$ cat src/rtl/reg_arb_pkg.sv
// Shared definitions for the register-sharing arbiter: FSM state type and
// default sizing constants used by the interface, top and sub-module.
package reg_arb_pkg;

  localparam int DEF_NUM_REQ = 4;
  localparam int DEF_WIDTH   = 8;

  typedef enum logic [1:0] {
    IDLE  = 2'd0,
    GRANT = 2'd1,
    DONE  = 2'd2
  } state_t;

endpackage

$ cat src/rtl/reg_share_arbiter_if.sv
// Request/grant bus of the register-sharing arbiter. The master side drives
// requests and write data; the slave side returns grant, status and the
// shared register contents.
interface reg_share_arbiter_if
  import reg_arb_pkg::*;
#(
  parameter int NUM_REQ = DEF_NUM_REQ,
  parameter int WIDTH   = DEF_WIDTH
);

  localparam int ID_W = (NUM_REQ > 1) ? $clog2(NUM_REQ) : 1;

  logic [NUM_REQ-1:0]       req;
  logic [NUM_REQ*WIDTH-1:0] wdata;
  logic [NUM_REQ-1:0]       gnt;
  logic [ID_W-1:0]          gnt_id;
  logic                     busy;
  logic                     done;
  logic [WIDTH-1:0]         q;
  logic [WIDTH-1:0]         nq;

  modport master (
    output req, wdata,
    input  gnt, gnt_id, busy, done, q, nq
  );

  modport slave (
    input  req, wdata,
    output gnt, gnt_id, busy, done, q, nq
  );

endinterface

$ cat src/rtl/shared_reg.sv
// The shared WIDTH-bit register with load enable and complementary output.
// Reset is synchronous and has priority over the enable, so a write that is
// pending when reset arrives never lands.
module shared_reg
  import reg_arb_pkg::*;
#(
  parameter int WIDTH = DEF_WIDTH
) (
  input  logic             clk,
  input  logic             rst,
  input  logic             en,
  input  logic [WIDTH-1:0] d,
  output logic [WIDTH-1:0] q,
  output logic [WIDTH-1:0] nq
);

  logic [WIDTH-1:0] r_q;

  // Register update: clear on reset, load on enable, otherwise hold.
  always_ff @(posedge clk) begin
    // NOTE: sequential state uses non-blocking assignments so every flop
    // samples pre-edge values, independent of block evaluation order.
    if (rst)     r_q <= '0;
    else if (en) r_q <= d;
  end

  assign q  = r_q;
  assign nq = ~r_q;

endmodule

$ cat src/rtl/reg_share_arbiter.sv
// Round-robin arbiter granting NUM_REQ requesters write access to one shared
// register. Each write takes IDLE (sample) -> GRANT (load) -> DONE (visible).
// Optional feature macro: REG_ARB_LOCK_EN adds a per-requester lock input that
// lets the current winner chain writes DONE -> GRANT without re-arbitrating.
module reg_share_arbiter
  import reg_arb_pkg::*;
#(
  parameter int NUM_REQ = DEF_NUM_REQ,
  parameter int WIDTH   = DEF_WIDTH
) (
  input  logic               clk,
  input  logic               rst,
`ifdef REG_ARB_LOCK_EN
  input  logic [NUM_REQ-1:0] lock,
`endif
  reg_share_arbiter_if.slave bus
);

  localparam int ID_W = (NUM_REQ > 1) ? $clog2(NUM_REQ) : 1;

  state_t             r_state;
  logic [ID_W-1:0]    r_ptr;
  logic [ID_W-1:0]    r_win_id;
  logic [WIDTH-1:0]   r_win_data;
  logic [NUM_REQ-1:0] r_gnt;
  logic               r_busy;
  logic               r_done;

  logic               w_found;
  logic [ID_W-1:0]    w_winner;
  logic [ID_W-1:0]    w_idx;
  logic               w_en;
  logic               w_relock;
  logic [WIDTH-1:0]   w_relock_data;
  logic [WIDTH-1:0]   w_q;
  logic [WIDTH-1:0]   w_nq;

  // Winner search: first set request bit upward from ptr+1, wrapping around,
  // so the previous winner is considered last.
  always_comb begin
    // NOTE: every always_comb output gets a default before any branch so no
    // path leaves it unassigned and no latch is inferred.
    w_found  = 1'b0;
    w_winner = '0;
    w_idx    = '0;
    for (int k = 1; k <= NUM_REQ; k++) begin
      w_idx = ID_W'((int'(r_ptr) + k) % NUM_REQ);
      if (!w_found && bus.req[w_idx]) begin
        w_found  = 1'b1;
        w_winner = w_idx;
      end
    end
  end

`ifdef REG_ARB_LOCK_EN
  assign w_relock      = lock[r_win_id] & bus.req[r_win_id];
  assign w_relock_data = bus.wdata[int'(r_win_id)*WIDTH +: WIDTH];
`else
  assign w_relock      = 1'b0;
  assign w_relock_data = '0;
`endif

  // Control FSM with registered grant/status outputs.
  always_ff @(posedge clk) begin
    if (rst) begin
      r_state    <= IDLE;
      r_ptr      <= ID_W'(NUM_REQ - 1);
      r_win_id   <= '0;
      r_win_data <= '0;
      r_gnt      <= '0;
      r_busy     <= 1'b0;
      r_done     <= 1'b0;
    end else begin
      case (r_state)
        IDLE: begin
          r_done <= 1'b0;
          if (w_found) begin
            r_win_id   <= w_winner;
            r_win_data <= bus.wdata[int'(w_winner)*WIDTH +: WIDTH];
            r_gnt      <= NUM_REQ'(1) << w_winner;
            r_busy     <= 1'b1;
            r_state    <= GRANT;
          end else begin
            r_gnt  <= '0;
            r_busy <= 1'b0;
          end
        end
        GRANT: begin
          r_gnt   <= '0;
          r_done  <= 1'b1;
          r_busy  <= 1'b1;
          r_state <= DONE;
        end
        DONE: begin
          r_done <= 1'b0;
          if (w_relock) begin
            // Locked winner keeps the register: same id, fresh data, ptr kept.
            r_win_data <= w_relock_data;
            r_gnt      <= NUM_REQ'(1) << r_win_id;
            r_busy     <= 1'b1;
            r_state    <= GRANT;
          end else begin
            r_ptr   <= r_win_id;
            r_busy  <= 1'b0;
            r_state <= IDLE;
          end
        end
        default: begin
          r_gnt   <= '0;
          r_busy  <= 1'b0;
          r_done  <= 1'b0;
          r_state <= IDLE;
        end
      endcase
    end
  end

  assign w_en = (r_state == GRANT);

  shared_reg #(.WIDTH(WIDTH)) u_shared_reg (
    .clk (clk),
    .rst (rst),
    .en  (w_en),
    .d   (r_win_data),
    .q   (w_q),
    .nq  (w_nq)
  );

  assign bus.gnt    = r_gnt;
  assign bus.gnt_id = r_win_id;
  assign bus.busy   = r_busy;
  assign bus.done   = r_done;
  assign bus.q      = w_q;
  assign bus.nq     = w_nq;

endmodule

$ cat src/flat_wrapper.sv
// flat-port wrapper written by rule: the top's interface ports become plain ports
module reg_share_arbiter_flat import reg_arb_pkg::*;
#(
  parameter int NUM_REQ = DEF_NUM_REQ,
  parameter int WIDTH   = DEF_WIDTH
)
  (clk, rst, bus_req, bus_wdata, bus_gnt, bus_gnt_id, bus_busy, bus_done, bus_q, bus_nq);
  reg_share_arbiter_if #(.NUM_REQ(NUM_REQ), .WIDTH(WIDTH)) bus_i ();
  input  logic clk;
  input  logic rst;
  input wire logic [$bits(bus_i.req)-1:0] bus_req;
  input wire logic [$bits(bus_i.wdata)-1:0] bus_wdata;
  output wire logic [$bits(bus_i.gnt)-1:0] bus_gnt;
  output wire logic [$bits(bus_i.gnt_id)-1:0] bus_gnt_id;
  output wire logic [$bits(bus_i.busy)-1:0] bus_busy;
  output wire logic [$bits(bus_i.done)-1:0] bus_done;
  output wire logic [$bits(bus_i.q)-1:0] bus_q;
  output wire logic [$bits(bus_i.nq)-1:0] bus_nq;
  assign bus_i.req = bus_req;
  assign bus_i.wdata = bus_wdata;
  assign bus_gnt = bus_i.gnt;
  assign bus_gnt_id = bus_i.gnt_id;
  assign bus_busy = bus_i.busy;
  assign bus_done = bus_i.done;
  assign bus_q = bus_i.q;
  assign bus_nq = bus_i.nq;
  reg_share_arbiter #(.NUM_REQ(NUM_REQ), .WIDTH(WIDTH)) u_core (.clk(clk), .rst(rst), .bus(bus_i));
endmodule
$ cat config.mk
export PLATFORM = sky130hd
export DESIGN_NAME = reg_share_arbiter_flat
export DESIGN_NICKNAME = d
export VERILOG_FILES = /design/src/rtl/reg_arb_pkg.sv /design/src/rtl/reg_share_arbiter_if.sv /design/src/rtl/shared_reg.sv /design/src/rtl/reg_share_arbiter.sv /design/src/flat_wrapper.sv
export SDC_FILE = /design/constraint.sdc
export NUM_CORES = 1
export LEC_CHECK = 0
export BUFFER_PORTS_ARGS = -buffer_cell sky130_fd_sc_hd__buf_2
export CAP_MARGIN = 40
export CELL_PAD_IN_SITES_DETAIL_PLACEMENT = 0
export CELL_PAD_IN_SITES_GLOBAL_PLACEMENT = 2
export CORE_MARGIN = 8
export CORE_UTILIZATION = 27
export CTS_CLUSTER_DIAMETER = 150
export DETAILED_ROUTE_END_ITERATION = 8
export GPL_TIMING_DRIVEN = 0
export PLACE_DENSITY_LB_ADDON = 0.05
export SKIP_LAST_GASP = 1
export SLEW_MARGIN = 30
export SYNTH_ARGS = -nofsm -noshare
export SYNTH_HDL_FRONTEND = slang
export SYNTH_HIERARCHICAL = 1
export SYNTH_SLANG_ARGS = --single-unit
$ cat constraint.sdc
create_clock -name clk -period 1.8 [get_ports clk]
set_clock_uncertainty 0.15 [all_clocks]
set_input_delay 0.36 -clock clk [delete_from_list [all_inputs] [get_ports clk]]
set_output_delay 0.36 -clock clk [all_outputs]
set_load 0.05 [all_outputs]
Yosys cells after proc, flatten, opt, wreduce, memory -nomap -nowiden
Index checks and enable logic that the tools add are counted.

Bits of input ports: 38. Register bits: 28.

Add/subtract/negate cells: 4. Muxes and demuxes: 23. Order comparisons: 4. Eq/ne operators: 3. Shift operators: 2. Bitwise gates (word level): 1. Reductions and logical operators: 8.

Operators with widths (number): 32-bit by 6-bit variable part select with 8-bit output (1); 2-bit by 3-bit < comparator with 1-bit output (second input constant) (4); 1-bit 2-to-1 mux (10); 2-bit 2-to-1 mux (5); 1-bit binary-select mux with 2-bit select (4); 8-bit inverter (1); 4-bit one-hot mux with 2 select lines (1); 2-bit by 1-bit adder with 2-bit output (second input constant) (2); 2-bit adder (second input constant) (2); 4-bit 2-to-1 mux (1); 2-bit one-hot mux with 2 select lines (1); 1-bit by 2-bit << shifter with 4-bit output (first input constant) (1); 1-bit logical AND (3); 1-bit zero test (3); 2-bit by 1-bit equality test with 1-bit output (second input constant) (1); 2-bit equality test (second input constant) (1); 2-bit zero test (1); 2-bit by 1-bit inequality test with 1-bit output (second input constant) (1); 1-bit one-hot mux with 2 select lines (1); 2-bit AND reduction (1).

Longest topological paths before layout
Depth after elaboration: 16. Mapped depth: 6. Gate-level depth less buffers: 5.

By module
Netlist, hierarchy kept.

By module, submodules not included: reg_share_arbiter (cells an instance 103, area each 1076.0 um^2, times used 1, seq. area each 400.4 um^2); shared_reg (cells an instance 34, area each 315.3 um^2, times used 1, seq. area each 160.2 um^2).

Least setup slack after synthesis
No wires, ideal clock.

Kind: in2reg. Start point: input bus_req[1]. End point: register u_core.r_gnt[1] (netlist: u_core/bus.gnt[1]). Required time: 1.521 ns. Stages on the path: 6. Slack: 0.160 ns. Arrival time: 1.361 ns. Cell sequence: nor4_2 > nor3_2 > and2_4 > buf_6 > a22oi_1 > nor2_1.

Longest elaborated chain between the ends: 15.

Ends and longest elaborated chain: start: declaration (RTL line flat_wrapper.sv:11) `input wire logic [$bits(bus_i.req)-1:0] bus_req;`; 1-bit binary-select mux with 2-bit select (RTL line reg_share_arbiter.sv:48) `if (!w_found && bus.req[w_idx]) begin`; 1-bit 2-to-1 mux (not written as such) (RTL line reg_share_arbiter.sv:48); 1-bit 2-to-1 mux (RTL line reg_share_arbiter.sv:48); 1-bit zero test (RTL line reg_share_arbiter.sv:48); 1-bit logical AND (RTL line reg_share_arbiter.sv:48); 1-bit 2-to-1 mux (RTL line reg_share_arbiter.sv:48); 1-bit zero test (RTL line reg_share_arbiter.sv:48); 1-bit logical AND (RTL line reg_share_arbiter.sv:48); 1-bit 2-to-1 mux (RTL line reg_share_arbiter.sv:48); 1-bit zero test (RTL line reg_share_arbiter.sv:48); 1-bit logical AND (RTL line reg_share_arbiter.sv:48); 2-bit 2-to-1 mux (RTL line reg_share_arbiter.sv:48); 1-bit by 2-bit << shifter with 4-bit output (RTL line reg_share_arbiter.sv:80) `r_gnt <= NUM_REQ'(1) << w_winner;`; 4-bit 2-to-1 mux (*) (RTL line reg_share_arbiter.sv:77) `if (w_found) begin`; 4-bit one-hot mux with 2 select lines (*) (RTL line reg_share_arbiter.sv:74) `case (r_state)`; end signal: assignment (RTL line reg_share_arbiter.sv:80); end signal: assignment (RTL line reg_share_arbiter.sv:99) `r_gnt <= NUM_REQ'(1) << r_win_id;`; end: declaration (RTL line reg_share_arbiter.sv:25) `logic [NUM_REQ-1:0] r_gnt;`.

Every way passes the cells marked *; elsewhere a longest branch is shown, timed or not. The select of a mux whose other input is x is not followed. A chain may end at the register's enable or synchronous reset.

Final worst setup path
Start point: register u_core.r_ptr[0]. End point: register u_core.r_win_data[6].

Longest elaborated chain between the ends: 14.

Ends and longest elaborated chain: start: declaration (RTL line reg_share_arbiter.sv:22) `logic [ID_W-1:0] r_ptr;`; start signal: assignment (RTL line reg_share_arbiter.sv:67) `r_ptr <= ID_W'(NUM_REQ - 1);`; start signal: assignment (RTL line reg_share_arbiter.sv:103) `r_ptr <= r_win_id;`; 2-bit by 1-bit adder with 2-bit output (RTL line reg_share_arbiter.sv:47) `w_idx = ID_W'((int'(r_ptr) + k) % NUM_REQ);`; 1-bit binary-select mux with 2-bit select (RTL line reg_share_arbiter.sv:48); 1-bit 2-to-1 mux (not written as such) (RTL line reg_share_arbiter.sv:48); 1-bit 2-to-1 mux (RTL line reg_share_arbiter.sv:48); 1-bit zero test (RTL line reg_share_arbiter.sv:48); 1-bit logical AND (RTL line reg_share_arbiter.sv:48); 1-bit 2-to-1 mux (RTL line reg_share_arbiter.sv:48); 1-bit zero test (RTL line reg_share_arbiter.sv:48); 1-bit logical AND (RTL line reg_share_arbiter.sv:48); 1-bit 2-to-1 mux (RTL line reg_share_arbiter.sv:48); 1-bit zero test (RTL line reg_share_arbiter.sv:48); 1-bit logical AND (RTL line reg_share_arbiter.sv:48); 2-bit 2-to-1 mux / 1-bit 2-to-1 mux (equally long branches) (RTL line reg_share_arbiter.sv:48); 32-bit by 6-bit variable part select with 8-bit output / 2-bit AND reduction (equally long branches); end signal: assignment (RTL line reg_share_arbiter.sv:79) `r_win_data <= bus.wdata[int'(w_winner)*WIDTH +: WIDTH];`; end signal: assignment (RTL line reg_share_arbiter.sv:98) `r_win_data <= w_relock_data;`; end: declaration (RTL line reg_share_arbiter.sv:24) `logic [WIDTH-1:0] r_win_data;`.

Several ways; a longest one is shown, not always the timed one. The select of a mux whose other input is x is not followed.

==> results.toml <==
[timing]
timing.slew.headroom_pct = 66.93
finalHoldViolations = 0
fin_crit_ps = 1716
rsz0062_at_grt = "true"
finalMaxSlewViolations = 0
worst_slew_pin_slew_ps = 496.0
max_freq_ghz = 0.5827
setup_viol = 0
final.period_utilization_pct = 95.34
hold_ws_ps = 240.7
layout_setup_ws_ps = 83.81

[power_and_ir_drop]
p_total_w = 0.001625
p_leak_nw = 0.8624
ir_drop_mv = 0.3536
p_per_area_nw_per_um2 = 849.1

[place]
hpwl_mm = 3.057
dpl_worst_slack_ps = -299.8
place_area_sq_um = 1784
gp_congestion = 0.7016
port_buffers = 61
dp.cells = 268

[clocking]
cts_htree_levels = 1
numCtsBuffers = 3
root_buffer = "clkbuf_8"
path_clk_slew_ps = 90
clock_latency_ps = 270
cts.sinks = 28
tritoncts = "built"
clock_path_buffers = 2

[floorplan]
die_h_um = 87.79
start_util_pct = 27.59
ios = 62
die_w_um = 87.79
rows = 26
fp.coreArea_sq_um = 5042
dieArea_sq_um = 7706

[routing]
num_vias = 1208
ant_nets = 0
post_drt_wl_per_cell_um = 14.74
drcViolationCount = 0
wirelength_mm = 4.023
drtIter0Drc = 22
vias_per_cell = 4.425
drt_first_pass_iters = 4

[worst_setup_path]
worstPathMaxFanout = 5
startpoint_type = "flop"
crit_slowest_cell = "dfxtp_2"
crit_family = "simple AND/OR/NAND/NOR gates"
crit_type = "reg2reg"
cp_slowest_stage_delay_ps = 350
cp.required_ps = 1840
path_cells = "and2b_2, nor3_4, o32ai_4, clkbuf_16, mux2i_1, a221oi_2"
path_buf_inv = 1
critPathCaptureType = "flop"
worstPathArrival_ps = 1750

[global_route]
grt_max_degree = 15
grt_use_met2_pct = 18.95
antenna_found_initial = 0
busiest_layer = "met2"
grt_pass1_vias = 1365
grt_use_met3_pct = 3.471
grtUsageMet1_pct = 12.34
grt_pass1_wl_mm = 6.492
grt_overflow = 0
track_usage_pct = 10.89

[outcome]
outcome = "complete, no violations"

[synthesis]
avgSynthCellArea_sq_um = 10.16
synth.yosys.seq_area_share_pct = 40.29
synth_top_area_share_pct = 40.29
synth_area_sq_um = 1391
yosys.area.top_type = "dfxtp_1"
yosys_warnings = 6
syn-instance-count = 137
synth_seq_cells = 28
synth_cell_types = 30
synth_area_leaders = "dfxtp_1 (40%), mux2i_1 (17%), a221oi_2 (9.7%), nor2_1 (4.9%), inv_1 (3.5%)"
syn_nets = 175

[cells_and_area]
nets = 243
n_fill_cell = 543
drive_above_1_share_pct = 46.31
diodes = 0
syn2layout_area_growth_pct = 37.59
final_area_sq_um = 1914
post_layout_nonfiller_instances = 273

[flow_run]
drv_cap = 0

[min_path]
min-delay-path-class = "in2reg"
==> final cells by class <==
class	count	area, sq um	share of cell area, %
Multi-Input combinational cell	88	763.2	39.87
Timing Repair Buffer	63	337.8	17.65
Inverter	13	48.80	2.549
Clock buffer	3	41.29	2.157
Buffer	8	72.57	3.791
Sequential cell	28	563.0	29.41
Tap cell	70	87.58	4.575
==> cells in the mapped netlist <==
master    number
dfxtp_1       28
mux2i_1       24
nor2_1        18
inv_1         13
a221oi_2       9
o21ai_0        7
buf_6          4
nand2_1        4
nor3_1         3
a21oi_1        2
a22oi_1        2
and2b_1        2
nand2b_1       2
nor3_2         2
o211ai_1       2
a211oi_1       1
a21oi_2        1
and2_4         1
buf_1          1
buf_2          1
buf_8          1
clkbuf_1       1
nor2b_1        1
nor4_2         1
o21bai_1       1
o311ai_1       1
o32ai_4        1
or2_2          1
or3_4          1
or3b_1         1
==> layout by cell type, fill, tap and decap left out, drive strengths merged <==
cell and n:
or2 1, nor2b 1, mux2i 24, nand2b 2, o211ai 2, o311ai 1
dfxtp 28, clkbuf 5, a211oi 1, a21oi 3, nor2 18, nand2 4
buf 69, nor4 1, or3 1, and2b 2, o32ai 1, a221oi 9
or3b 1, a22oi 2, o21ai 7, inv 13, and2 1, nor3 5
o21bai 1
==> cell families after synthesis <==
logic type	after synthesis	share of synthesized area, %
and+or+nand+nor	37	14.30
DFF	28	40.29
AOI/OAI and AO/OA	27	19.42
muxes	24	17.27
buffers and inverters	21	8.722
==> worst reg2reg max path: stages, from the launching register on <==
cell and delay (ps):
dfxtp_2 350, and2b_2 250, nor3_4 160, o32ai_4 150
clkbuf_16 200, mux2i_1 130, a221oi_2 250
==> routing by layer <==
metal  wire [um]  part of all wire (%)
met5           0                     0
met4          31                  0.77
met3         188                   4.7
met2        1975                    49
met1        1827                    45
==> flip-flops by register name, summed over array words and instances (netlist names) <==
| register | flops |
|---|---|
| u_core/bus.gnt_id | 2 |
| u_core/r_state | 2 |
| u_core/bus.done | 1 |
| u_core/bus.busy | 1 |
| u_core/bus.gnt | 4 |
| u_core/r_win_data | 8 |
| u_core/r_ptr | 2 |
| u_core/u_shared_reg/q | 8 |
==> through the flow <==
stage / setup TNS [ps] / util (%)
final: 0 / 37.97
after global routing: -48.41 / 37.97
after CTS: 0 / 36.48
after detailed placement: -2735 / 35.38
after global placement: -2734 / 35.38
after floorplan: 0 / -
==> repair_timing <==
item,in CTS,in global routing
setup buffers,0,1
cloned,0,1
pin swaps,1,1
setup endpoints to repair,12,11
hold buffers,0,0
gates resized for setup,2,8
==> final timing paths <==
check,slack [ps],cells past startpoint,startpoint,to
worst max-delay path,80,6,u_core/r_ptr[0],u_core/r_win_data[6]
worst min-delay path,240,3,rst,u_core/r_win_data[7]
worst max register to register,80,6,u_core/r_ptr[0],u_core/r_win_data[6]
worst min register to register,320,2,u_core/bus.gnt[2],u_core/bus.gnt[2]
==> where the power goes <==
group | internal, W | total (W) | leakage [nW] | switching, W
combinational | 0.000227 | 0.000576 | 0.611 | 0.000349
sequential | 0.000680 | 0.000717 | 0.230 | 0.0000373
clock | 0.000150 | 0.000332 | 0.0216 | 0.000182
No activity file was read; power rests on OpenSTA's default activity.
